==> src/rtl/mem_port_arbiter_pkg.sv <==
`default_nettype none
// ============================================================================
// Module   : mem_port_arbiter_pkg
// Purpose  : Shared core definitions for the 16-bit pipelined core: default
//            address/data widths and the memory-port arbiter state encoding.
// Revision : 1.0 - initial release
// ============================================================================
package mem_port_arbiter_pkg;

  // Core-wide bus widths, also used by the fetch and memory-access stages
  localparam int CORE_ADDR_W = 16;
  localparam int CORE_DATA_W = 16;

  // Arbiter states: waiting for a request, or owning memory for one stage
  typedef enum logic [1:0] {
    ST_IDLE    = 2'd0,
    ST_BUSY_IF = 2'd1,
    ST_BUSY_MA = 2'd2
  } arb_state_t;

endpackage
`default_nettype wire

==> src/rtl/mem_port_arbiter.sv <==
`default_nettype none
// ============================================================================
// Module   : mem_port_arbiter
// Purpose  : Shares one single-port main memory between instruction fetch
//            (read-only) and memory access (read/write). Registers the winning
//            request, holds the memory handshake until mem_ready, returns read
//            data with a one-cycle valid pulse, and bounds how many data
//            accesses may overtake a waiting fetch.
// Revision : 1.0 - initial release
// ============================================================================
module mem_port_arbiter
  import mem_port_arbiter_pkg::*;
#(
  parameter int ADDR_W        = CORE_ADDR_W,
  parameter int DATA_W        = CORE_DATA_W,
  parameter int MAX_MA_STREAK = 4
) (
  input  logic              clk,
  input  logic              reset,      // asynchronous, active-low

  input  logic              if_req,
  input  logic [ADDR_W-1:0] if_addr,
  output logic [DATA_W-1:0] if_rdata,
  output logic              if_valid,

  input  logic              ma_req,
  input  logic              ma_we,
  input  logic [ADDR_W-1:0] ma_addr,
  input  logic [DATA_W-1:0] ma_wdata,
  output logic [DATA_W-1:0] ma_rdata,
  output logic              ma_valid,

  output logic              mem_req,
  output logic              mem_we,
  output logic [ADDR_W-1:0] mem_addr,
  output logic [DATA_W-1:0] mem_wdata,
  input  logic [DATA_W-1:0] mem_rdata,
  input  logic              mem_ready,

  output logic              stall_if,
  output logic              stall_ma
);

  localparam int                  STREAK_W     = $clog2(MAX_MA_STREAK + 1);
  localparam logic [STREAK_W-1:0] c_streak_max = STREAK_W'(MAX_MA_STREAK);

  arb_state_t          r_state;
  arb_state_t          w_state_nxt;

  logic                r_mem_req;
  logic                r_mem_we;
  logic [ADDR_W-1:0]   r_mem_addr;
  logic [DATA_W-1:0]   r_mem_wdata;
  logic [DATA_W-1:0]   r_if_rdata;
  logic                r_if_valid;
  logic [DATA_W-1:0]   r_ma_rdata;
  logic                r_ma_valid;
  logic [STREAK_W-1:0] r_streak;

  logic                w_if_elig;
  logic                w_ma_elig;
  logic                w_grant_if;
  logic                w_grant_ma;
  logic                w_done;
  logic                w_streak_full;

  // Fetch is forced through once MA has won this many times while IF waited
  assign w_streak_full = (r_streak == c_streak_max);

  // Next-state and grant decision; a stage in its valid cycle is not eligible
  always_comb begin
    w_if_elig   = if_req & ~r_if_valid;
    w_ma_elig   = ma_req & ~r_ma_valid;
    w_grant_if  = 1'b0;
    w_grant_ma  = 1'b0;
    w_done      = 1'b0;
    w_state_nxt = r_state;
    case (r_state)
      ST_IDLE: begin
        if (w_if_elig && (!w_ma_elig || w_streak_full)) begin
          w_grant_if  = 1'b1;
          w_state_nxt = ST_BUSY_IF;
        end else if (w_ma_elig) begin
          w_grant_ma  = 1'b1;
          w_state_nxt = ST_BUSY_MA;
        end
      end
      ST_BUSY_IF, ST_BUSY_MA: begin
        if (mem_ready) begin
          w_done      = 1'b1;
          w_state_nxt = ST_IDLE;
        end
      end
      default: w_state_nxt = ST_IDLE;
    endcase
  end

  // State register; reset abandons any in-flight access
  always_ff @(posedge clk or negedge reset) begin
    if (!reset) begin
      r_state <= ST_IDLE;
    end else begin
      r_state <= w_state_nxt;
    end
  end

  // Memory handshake, completion pulses, returned data and starvation counter
  always_ff @(posedge clk or negedge reset) begin
    if (!reset) begin
      r_mem_req   <= 1'b0;
      r_mem_we    <= 1'b0;
      r_mem_addr  <= '0;
      r_mem_wdata <= '0;
      r_if_rdata  <= '0;
      r_if_valid  <= 1'b0;
      r_ma_rdata  <= '0;
      r_ma_valid  <= 1'b0;
      r_streak    <= '0;
    end else begin
      r_if_valid <= 1'b0;
      r_ma_valid <= 1'b0;
      if (w_grant_if) begin
        r_mem_req  <= 1'b1;
        r_mem_we   <= 1'b0;
        r_mem_addr <= if_addr;
        r_streak   <= '0;
      end else if (w_grant_ma) begin
        r_mem_req   <= 1'b1;
        r_mem_we    <= ma_we;
        r_mem_addr  <= ma_addr;
        r_mem_wdata <= ma_wdata;
        // Only count overtakes that happen while fetch is asking
        if (if_req && !w_streak_full) begin
          r_streak <= r_streak + 1'b1;
        end
      end else if (w_done) begin
        r_mem_req <= 1'b0;
        r_mem_we  <= 1'b0;
        if (r_state == ST_BUSY_IF) begin
          r_if_valid <= 1'b1;
          r_if_rdata <= mem_rdata;
        end else begin
          r_ma_valid <= 1'b1;
          // A completed write leaves the last read data in place
          if (!r_mem_we) begin
            r_ma_rdata <= mem_rdata;
          end
        end
      end
    end
  end

  assign mem_req   = r_mem_req;
  assign mem_we    = r_mem_we;
  assign mem_addr  = r_mem_addr;
  assign mem_wdata = r_mem_wdata;
  assign if_rdata  = r_if_rdata;
  assign if_valid  = r_if_valid;
  assign ma_rdata  = r_ma_rdata;
  assign ma_valid  = r_ma_valid;

  // Stalls are combinational so a stage freezes in the same cycle it asks
  assign stall_if = if_req & ~r_if_valid;
  assign stall_ma = ma_req & ~r_ma_valid;

endmodule
`default_nettype wire

==> config.mk <==
export PLATFORM = sky130hd
export DESIGN_NAME = mem_port_arbiter
export DESIGN_NICKNAME = d
export VERILOG_FILES = /design/src/rtl/mem_port_arbiter_pkg.sv /design/src/rtl/mem_port_arbiter.sv
export SDC_FILE = /design/constraint.sdc
export NUM_CORES = 1
export LEC_CHECK = 0
export ABC_AREA = 1
export CAP_MARGIN = 20
export CORE_UTILIZATION = 44
export CTS_BUF_LIST = sky130_fd_sc_hd__clkbuf_4
export DETAILED_ROUTE_END_ITERATION = 8
export PLACE_DENSITY = 0.81
export SYNTH_ARGS = -nofsm -noshare
export SYNTH_HDL_FRONTEND = slang
export SYNTH_SLANG_ARGS = --single-unit
==> constraint.sdc <==
create_clock -name clk -period 1.75 [get_ports clk]
set_input_delay 0.525 -clock clk [delete_from_list [all_inputs] [get_ports clk]]
set_output_delay 0.525 -clock clk [all_outputs]
set_load 0.03 [all_outputs]
==> results of run 1 <==
==> metal layers <==
layer | global-route usage, % | part of all wire, %
met2 | 43.5 | 52
met5 | 0 | 0
met4 | 10.5 | 1.3
met3 | 4.34 | 7.8
met1 | 30.0 | 39
==> final timing paths <==
kind	cells after the start	from	slack [ns]	endpoint
max in group asynchronous	2	reset	1.22	if_valid
max reg2reg	8	r_state[1]	0.16	mem_addr[1]
min reg2reg	2	if_rdata[1]	0.48	if_rdata[1]
min in group clk	2	if_rdata[1]	0.48	if_rdata[1]
max	1	mem_addr[5]	0.04	mem_addr[5]
min	1	reset	0.03	ma_rdata[8]
==> synth_stat cells, drive strengths merged <==
| master | instances |
|---|---|
| ha | 4 |
| o22ai | 1 |
| nand3 | 24 |
| dfrtp | 73 |
| clkbuf | 2 |
| nor2 | 6 |
| a21oi | 1 |
| buf | 16 |
| inv | 45 |
| nor3 | 1 |
| o21ai | 3 |
| nand4 | 32 |
| nand2 | 195 |
| clkinv | 1 |
==> area by class of cell <==
class                      count  area share [%]
clock buffer                  11            1.60
sequential                    73            35.5
inverter                      46            3.40
multi-input combinational    267            23.9
timing repair buffer         169            31.2
clock inverter                 5            2.02
tap                           99            2.41
==> power by group <==
| group | switching, W | internal, W |
|---|---|---|
| clock network | 0.000562 | 0.000757 |
| logic | 0.00329 | 0.00179 |
| registers | 0.000411 | 0.00242 |
| total | 0.00426 | 0.00497 |
==> cells by family (layout without fill, tap and decap cells) <==
group           Yosys count  count (layout)
fa+ha+maj                 4               4
buf+inv                  64             231
flops                    73              73
compound gates            5               5
simple gates            258             258
==> registers in the layout, summed over array words and instances, names as in the netlist <==
name,flops
ma_valid,1
if_valid,1
mem_req,1
ma_rdata,16
mem_we,1
r_streak,3
mem_wdata,16
r_state,2
mem_addr,16
if_rdata,16
==> through the flow <==
step	hold WS (ns)	cell area, µm²	cells	worst slack [ns]	power, W
finish	0.0317	5150	670	0.0431	0.00923
global route	0.0130	5150	670	0.000121	0.00986
CTS	0.00941	5150	670	0.00304	0.00923
detailed placement	0.464	5020	652	-0.344	0.00835
global placement	0.455	5020	652	-0.305	0.00819
floorplan	0.229	3330	404	0.0645	0.00597
==> timing repair <==
item / in CTS / in global routing
resized for setup: 80 / 56
setup buffers: 2 / 0
pin swaps: 2 / 0
setup endpoints to repair: 70 / 52
==> out/metrics.yaml, run 1 <==
outcome:
  status: "completed"
floorplan:
  die_area_mm2: 0.00792
  dieHeight_um: 89.0
  core_area_mm2: 0.00729
  rows: 31
  die_x_um: 89.0
  start_util_pct: 45.7
  io_pins: 140
placement:
  numPortBuffers: 139
  gp_congestion: 0.770
  dp_hpwl_um: 6820
finish:
  num-fill-cells: 625
  final_common_cell: "nand2_1"
  multiInputGateArea_mm2: 0.00123
  antenna_cells: 0
  layout.nets: 640
  final_cell_mix: "nand2_1 (192), dfrtp_1 (72), clkdlybuf4s50_1 (66)"
  area_delta_synth_final_pct: 54.6
  regArea_mm2: 0.00183
  drive_above_1_share_pct: 13.8
  final_util_pct: 70.6
cts:
  numCtsBuffers: 9
  root_buffer: "clkbuf_4"
  path_clk_slew_ns: 0.12
  clock-sinks: 73
  clockBufferDepth: 2
  cts_tree: "built"
  postCtsHoldBufs: 0
  htreeDepth: 3
  insertion_delay_ns: 0.40
synthesis:
  yosys.area.top_type: "dfrtp_1"
  synth_fa_ha_area_share_pct: 1.50
  syn_nets: 478
  syn_inst: 404
  syn_area_mm2: 0.00333
  yosys_warnings: 0
  yosys-top-cells-area: "dfrtp_1 (55%), nand2_1 (22%), nand4_1 (6.0%), inv_1 (4.6%), nand3_1 (3.2%)"
  ys_types: 26
  ys_seq_elements: 73
  synth_xor_area_share_pct: 0
  ys_seq_area_share_pct: 54.9
  yosys.area_share.simple_pct: 34.2
  synth.area.mux_share_pct: 0
  synth-compound-area-share_pct: 1.13
  synth_top_family_by_area: "simple AND/OR/NAND/NOR gates"
  yosysTopAreaCellShare_pct: 54.9
  postSynthAreaPerCell_um2: 8.24
sta:
  fin_crit_sh_pct: 97.5
  fmaxAchievable_mhz: 586
  worst_pin_slew_ns: 0.370
  post-route-min-period_ns: 1.71
  hold_viol: 0
  slew_viol_final: 0
  fin_tns_setup_ns: 0
  setup_viol: 0
  slew_headroom_pct: 75.3
  rsz0062_at_grt: "no"
  skew_ns: 0.00978
flow_run:
  drv_cap: 0
critical_path:
  worstPathCellList: "dlygate4sd2_1"
  cp_max_fo: 2
  cpPeakStageDelay_ns: 0.41
  crit_path_top_delay_cell: "dlygate4sd2_1"
  worst-path-buf-inv: 1
  arrival_ns: 1.18
  crit_type: "reg -> out"
  worstSetupStartpointType: "register"
  end_kind: "primary output"
  crit_required_ns: 1.22
  crit_family: "buffers and inverters"
pwr:
  peakVddDrop_mv: 0.815
  leakagePower_nw: 2.78
  powerDensity_mw_per_mm2: 1790
worst_hold_path:
  min_path_type: "in -> async"
routing:
  wl_um: 9080
  ant_nets: 0
  drt_iter0_drc: 107
  via_per_inst: 4.92
  first_pass_iters: 4
  vias: 3297
  wl_per_cell_um: 13.6
  post-route-drc-count: 0
global_route:
  grt_pass1_wl_um: 14800
  antenna_found_initial: 0
  grt_overflow: 0
  track_usage_pct: 24.7
  grt_pass1_vias: 3290
  grt_max_degree: 32
Power figures use the tool's default switching activity.
==> inputs of run 2 (changes only) <==
CORE_MARGIN = 3   (was default)
==> out/metrics.yaml, run 2 (synthesis results as in run 1) <==
cts:
  insertion_delay_ns: 0.40  # about the same
  clockBufferDepth: 2  # unchanged
  clock-sinks: 73  # unchanged
  numCtsBuffers: 9  # unchanged
  htreeDepth: 3  # unchanged
  root_buffer: "clkbuf_4"  # unchanged
  cts_tree: "built"  # unchanged
  path_clk_slew_ns: 0.11  # was 0.12 ns
critical_path:
  cpPeakStageDelay_ns: 0.40  # was 0.41 ns
  worstSetupPathDepth: 3  # was 1
  r2r-start: "r_state[0]"  # was r_state[1]
  worstSetupStartpointType: "register"  # unchanged
  end_kind: "primary output"  # unchanged
  crit_family: "flip-flops"  # was buffers and inverters
  crit_path_top_delay_cell: "dfrtp_1"  # was dlygate4sd2_1
  r2r_cells: 8  # unchanged
  cp_max_fo: 2  # unchanged
  arrival_ns: 1.20  # was 1.18 ns
  crit_required_ns: 1.22  # about the same
  worstPathCellList: "buf_4, nor2_4, buf_6"  # was dlygate4sd2_1
  worst-path-buf-inv: 2  # was 1
  crit_type: "reg -> out"  # unchanged
  startpoint: "if_valid"  # was mem_addr[5]
floorplan:
  rows: 31  # unchanged
  core_area_mm2: 0.00729  # unchanged
  die_x_um: 93.0  # was 89.0 µm
  die_area_mm2: 0.00865  # was 0.00792 mm²
  dieHeight_um: 93.0  # was 89.0 µm
  start_util_pct: 45.7  # unchanged
  io_pins: 140  # unchanged
routing:
  post-route-drc-count: 0  # unchanged
  vias: 3252  # was 3297
  wl_per_cell_um: 13.8  # was 13.6 µm
  drt_iter0_drc: 123  # was 107
  via_per_inst: 4.86  # was 4.92
  wl_um: 9220  # was 9080 µm
  ant_nets: 0  # unchanged
  first_pass_iters: 4  # unchanged
outcome:
  status: "completed"  # unchanged
placement:
  dp_hpwl_um: 7090  # was 6820 µm
  gp_congestion: 0.796  # was 0.770
  dp_slack_ns: -0.304  # was -0.344 ns
  numPortBuffers: 139  # unchanged
global_route:
  grt_max_degree: 36  # was 32
  grt_pass1_wl_um: 15400  # was 14800 µm
  grt_overflow: 0  # unchanged
  track_usage_pct: 22.3  # was 24.7%
  grt_pass1_vias: 3199  # was 3290
  antenna_found_initial: 1  # was 0
sta:
  fin_hold_ws_ns: 0.483  # was 0.0317 ns
  fin_tns_setup_ns: 0  # unchanged
  fmaxAchievable_mhz: 580  # was 586 MHz
  skew_ns: 0.0118  # was 0.00978 ns
  setup_viol: 0  # unchanged
  slew_viol_final: 0  # unchanged
  fin_crit_sh_pct: 98.5  # was 97.5%
  setup_slack_ns: 0.0257  # was 0.0431 ns
  rsz0062_at_grt: "yes"  # was no
  slew_headroom_pct: 75.6  # was 75.3%
  post-route-min-period_ns: 1.72  # was 1.71 ns
  worst_pin_slew_ns: 0.366  # was 0.370 ns
  hold_viol: 0  # unchanged
finish:
  antenna_cells: 0  # unchanged
  drive_above_1_share_pct: 11.9  # was 13.8%
  layout.nets: 640  # unchanged
  final_cell_mix: "nand2_1 (192), dfrtp_1 (73), clkdlybuf4s50_1 (66)"  # was nand2_1 (192), dfrtp_1 (72), clkdlybuf4s50_1 (66)
  final_common_cell: "nand2_1"  # unchanged
  multiInputGateArea_mm2: 0.00123  # unchanged
  num-fill-cells: 617  # was 625
  regArea_mm2: 0.00183  # about the same
  area_delta_synth_final_pct: 53.9  # was 54.6%
pwr:
  leakagePower_nw: 2.77  # was 2.78 nW
  finalPower_w: 0.00896  # was 0.00923 W
  peakVddDrop_mv: 0.975  # was 0.815 mV
  powerDensity_mw_per_mm2: 1750  # was 1790 mW/mm²
worst_hold_path:
  min_from: "mem_addr[13]"
  min_path_type: "reg -> reg"  # was in -> async
  whs_path_depth: 2
flow_run:
  drv_cap: 0  # unchanged
[run 2: cell count changes in the layout (fill, tap and decap cells not counted), moves of 2 or more]
| cell | delta |
|---|---|
| dlygate4sd2_1 | +8 |
| clkinvlp_4 | +2 |
| clkbuf_2 | -7 |
| clkbuf_4 | -2 |
[run 2: cell type report]
type	instances	share of cell area (%)
clock buffers	9	1.32
repair buffers	169	31.6
flip-flops and latches	73	35.7
well taps	99	2.42
inverters	46	3.42
clock inverters	6	1.64
multi-input cells	267	24.0
[run 2: through the flow]
| stage | utilization [%] | instance area (µm²) | cells |
|---|---|---|---|
| 6_report | 70.3 | 5120 | 669 |
| 3_3_place_gp | 68.6 | 5000 | 651 |
| 2_1_floorplan | - | 3330 | 404 |
| 3_5_place_dp | 68.6 | 5000 | 651 |
| 5_1_grt | 70.3 | 5120 | 669 |
| 4_1_cts | 70.0 | 5100 | 669 |
[run 2: worst register-to-register path, stage by stage (launching register included)]
cell,delay [ns]
dfrtp_1,0.42
inv_1,0.07
ha_1,0.37
buf_4,0.21
nand3_2,0.08
buf_4,0.19
nand2_1,0.07
nand3_1,0.06
nand2_1,0.08
[run 2: layer usage]
layer | part of all wire [%] | up-vias | track usage, %
li1 | - | 1584 | -
met1 | 41 | 1529 | 28.7
met4 | 1.3 | 2 | 6.72
met3 | 7.3 | 16 | 5.07
met5 | 0.14 | - | 0
met2 | 50 | 121 | 37.8
[run 2: final timing paths]
check	end	slack (ns)
hold / removal	mem_addr[13]	0.48
hold reg to reg	mem_addr[13]	0.48
max in group asynchronous	mem_wdata[9]	0.77
min in group asynchronous	mem_addr[1]	0.52
setup reg to reg	mem_addr[8]	0.16
setup / recovery	stall_if	0.03
[run 2: power by group]
part | internal, W | switching, W | total [W]
clock network | 0.000565 | 0.000575 | 0.00114
registers | 0.00242 | 0.000415 | 0.00284
logic | 0.00175 | 0.00323 | 0.00498
[run 2: what timing repair did]
action	4_1_cts	5_1_grt
buffers inserted	3	0
setup endpoints to repair	70	39
pin swaps	2	0
hold buffers	1	0
resized for setup	79	40
endpoints found under the hold margin	15	0
==> inputs of run 3 (changes only) <==
CORE_ASPECT_RATIO = 0.75   (was default)
clock period = 1.9 ns   (was 1.75 ns; I/O delays follow)
==> out/metrics.yaml, run 3 (synthesis results as in run 1) <==
critical_path:
  crit_type: "reg -> out"  # unchanged
  crit_required_ns: 1.33  # was 1.22 ns
  end_kind: "primary output"  # unchanged
  r2r_cells: 8  # unchanged
  r2r-start: "r_state[0]"  # unchanged
  worstSetupStartpointType: "register"  # unchanged
  worst-path-buf-inv: 1  # was 2
  arrival_ns: 1.25  # was 1.20 ns
  crit_path_top_delay_cell: "dfrtp_1"  # unchanged
  worstSetupPathDepth: 1  # was 3
  worstPathCellList: "clkdlybuf4s15_1"  # was buf_4, nor2_4, buf_6
  crit_family: "flip-flops"  # unchanged
  cpPeakStageDelay_ns: 0.45  # was 0.40 ns
  r2r_slack_ns: 0.29  # was 0.16 ns
  r2r-end: "if_rdata[5]"  # was mem_addr[8]
  cp_max_fo: 3  # was 2
finish:
  final_util_pct: 71.5  # was 70.3%
  final_common_cell: "nand2_1"  # unchanged
  layout.nets: 635  # was 640
  final_cell_mix: "nand2_1 (192), dfrtp_1 (73), dlygate4sd2_1 (68)"  # was nand2_1 (192), dfrtp_1 (73), clkdlybuf4s50_1 (66)
  antenna_cells: 0  # unchanged
  drive_above_1_share_pct: 10.6  # was 11.9%
  area_delta_synth_final_pct: 51.6  # was 53.9%
cts:
  htreeDepth: 3  # unchanged
  clockBufferDepth: 2  # unchanged
  clock-sinks: 73  # unchanged
  root_buffer: "clkbuf_4"  # unchanged
  path_clk_slew_ns: 0.13  # was 0.11 ns
  postCtsHoldBufs: 0  # was 1
  numCtsBuffers: 9  # unchanged
  cts_tree: "built"  # unchanged
  insertion_delay_ns: 0.41  # was 0.40 ns
worst_hold_path:
  min_path_type: "in -> async"  # was reg -> reg
floorplan:
  start_util_pct: 47.2  # was 45.7%
  die_area_mm2: 0.00866  # was 0.00865 mm²
  die_x_um: 106  # was 93.0 µm
  rows: 26  # was 31
  core_area_mm2: 0.00706  # was 0.00729 mm²
  io_pins: 140  # unchanged
  dieHeight_um: 81.3  # was 93.0 µm
sta:
  worst_pin_slew_ns: 0.350  # was 0.366 ns
  slew_viol_final: 0  # unchanged
  slew_headroom_pct: 76.8  # was 75.6%
  fin_hold_ws_ns: 0.0347  # was 0.483 ns
  post-route-min-period_ns: 1.82
  setup_viol: 0  # unchanged
  hold_viol: 0  # unchanged
  rsz0062_at_grt: "no"  # was yes
  fin_crit_sh_pct: 96.0
  fmaxAchievable_mhz: 548
  skew_ns: 0.0201  # was 0.0118 ns
global_route:
  antenna_found_initial: 0  # was 1
  grt_pass1_wl_um: 16400  # was 15400 µm
  track_usage_pct: 24.0  # was 22.3%
  grt_overflow: 0  # unchanged
  grt.busiest_layer: "met2"  # unchanged
  met3_usage_pct: 7.55  # was 5.07%
  grt_pass1_vias: 3402  # was 3199
  use_met2_pct: 41.8  # was 37.8%
  grt_max_degree: 37  # was 36
  met1_usage_pct: 29.3  # was 28.7%
pwr:
  peakVddDrop_mv: 0.779  # was 0.975 mV
  finalPower_w: 0.00831  # was 0.00896 W
  powerDensity_mw_per_mm2: 1650  # was 1750 mW/mm²
  leakagePower_nw: 2.81  # was 2.77 nW
routing:
  drt_iter0_drc: 151  # was 123
  first_pass_iters: 4  # unchanged
  wl_um: 9730  # was 9220 µm
  via_per_inst: 4.90  # was 4.86
  vias: 3252  # unchanged
  post-route-drc-count: 0  # unchanged
  ant_nets: 0  # unchanged
  wl_per_cell_um: 14.6  # was 13.8 µm
placement:
  gp_congestion: 0.891  # was 0.796
  numPortBuffers: 139  # unchanged
  dp_hpwl_um: 7180  # was 7090 µm
outcome:
  status: "completed"  # unchanged
flow_run:
  drv_cap: 0  # unchanged
==> run 3: cell types whose count changed in the layout (fill, tap and decap cells not counted), sizes merged <==
| cell | before | now |
|---|---|---|
| dlygate4sd2 | 31 | 68 |
| clkdlybuf4s15 | 34 | 1 |
| buf | 32 | 28 |
| clkbuf | 14 | 11 |
| clkinvlp | 2 | 1 |
| dlygate4sd3 | 1 | 0 |
| inv | 45 | 46 |
==> run 3: cell type report <==
class / instances / area, µm²
fill: 603 / 2010
sequential: 73 / 1830
timing repair buffer: 164 / 1530
multi-input combinational: 267 / 1230
inverter: 46 / 175
tap: 98 / 123
clock inverter: 6 / 90.1
clock buffer: 10 / 75.1
==> run 3: metal layers <==
metal,vias up,routed length [µm]
li1,1579,-
met5,-,0
met1,1544,4140
met4,0,136
met2,119,4770
met3,10,684
==> run 3: stage by stage <==
stage,worst slack (ns),setup TNS [ns],std cells,area (µm²)
finish,0.0764,0,664,5050
global route,0.0166,0,664,5050
CTS,0.00636,0,664,5050
detailed placement,-0.236,-8.65,646,4940
global placement,-0.169,-5.77,646,4940
floorplan,0.146,0,404,3330
==> run 3: how the worst max path moves through the flow <==
stage | startpoint | end | slack, ns
2_1_floorplan | if_req | stall_if | 0.15
3_3_place_gp | if_req | stall_if | -0.17
3_5_place_dp | if_req | mem_addr[5] | -0.24
4_1_cts | mem_we | mem_we | 0.006
5_1_grt | if_valid | if_valid | 0.02
6_report | if_valid | if_valid | 0.08
==> run 3: timing repair <==
action | in CTS | in global routing
resized for setup | 74 | 3
pin swaps | 2 | 0
setup buffers | 2 | 0
setup endpoints to repair | 70 | 2
==> run 3: power by group <==
| part | switching (W) | internal [W] | leakage, nW | total, W |
|---|---|---|---|---|
| Sequential | 0.000374 | 0.00223 | 0.922 | 0.00260 |
| Combinational | 0.00303 | 0.00155 | 1.80 | 0.00458 |
| Clock | 0.000567 | 0.000553 | 0.0870 | 0.00112 |
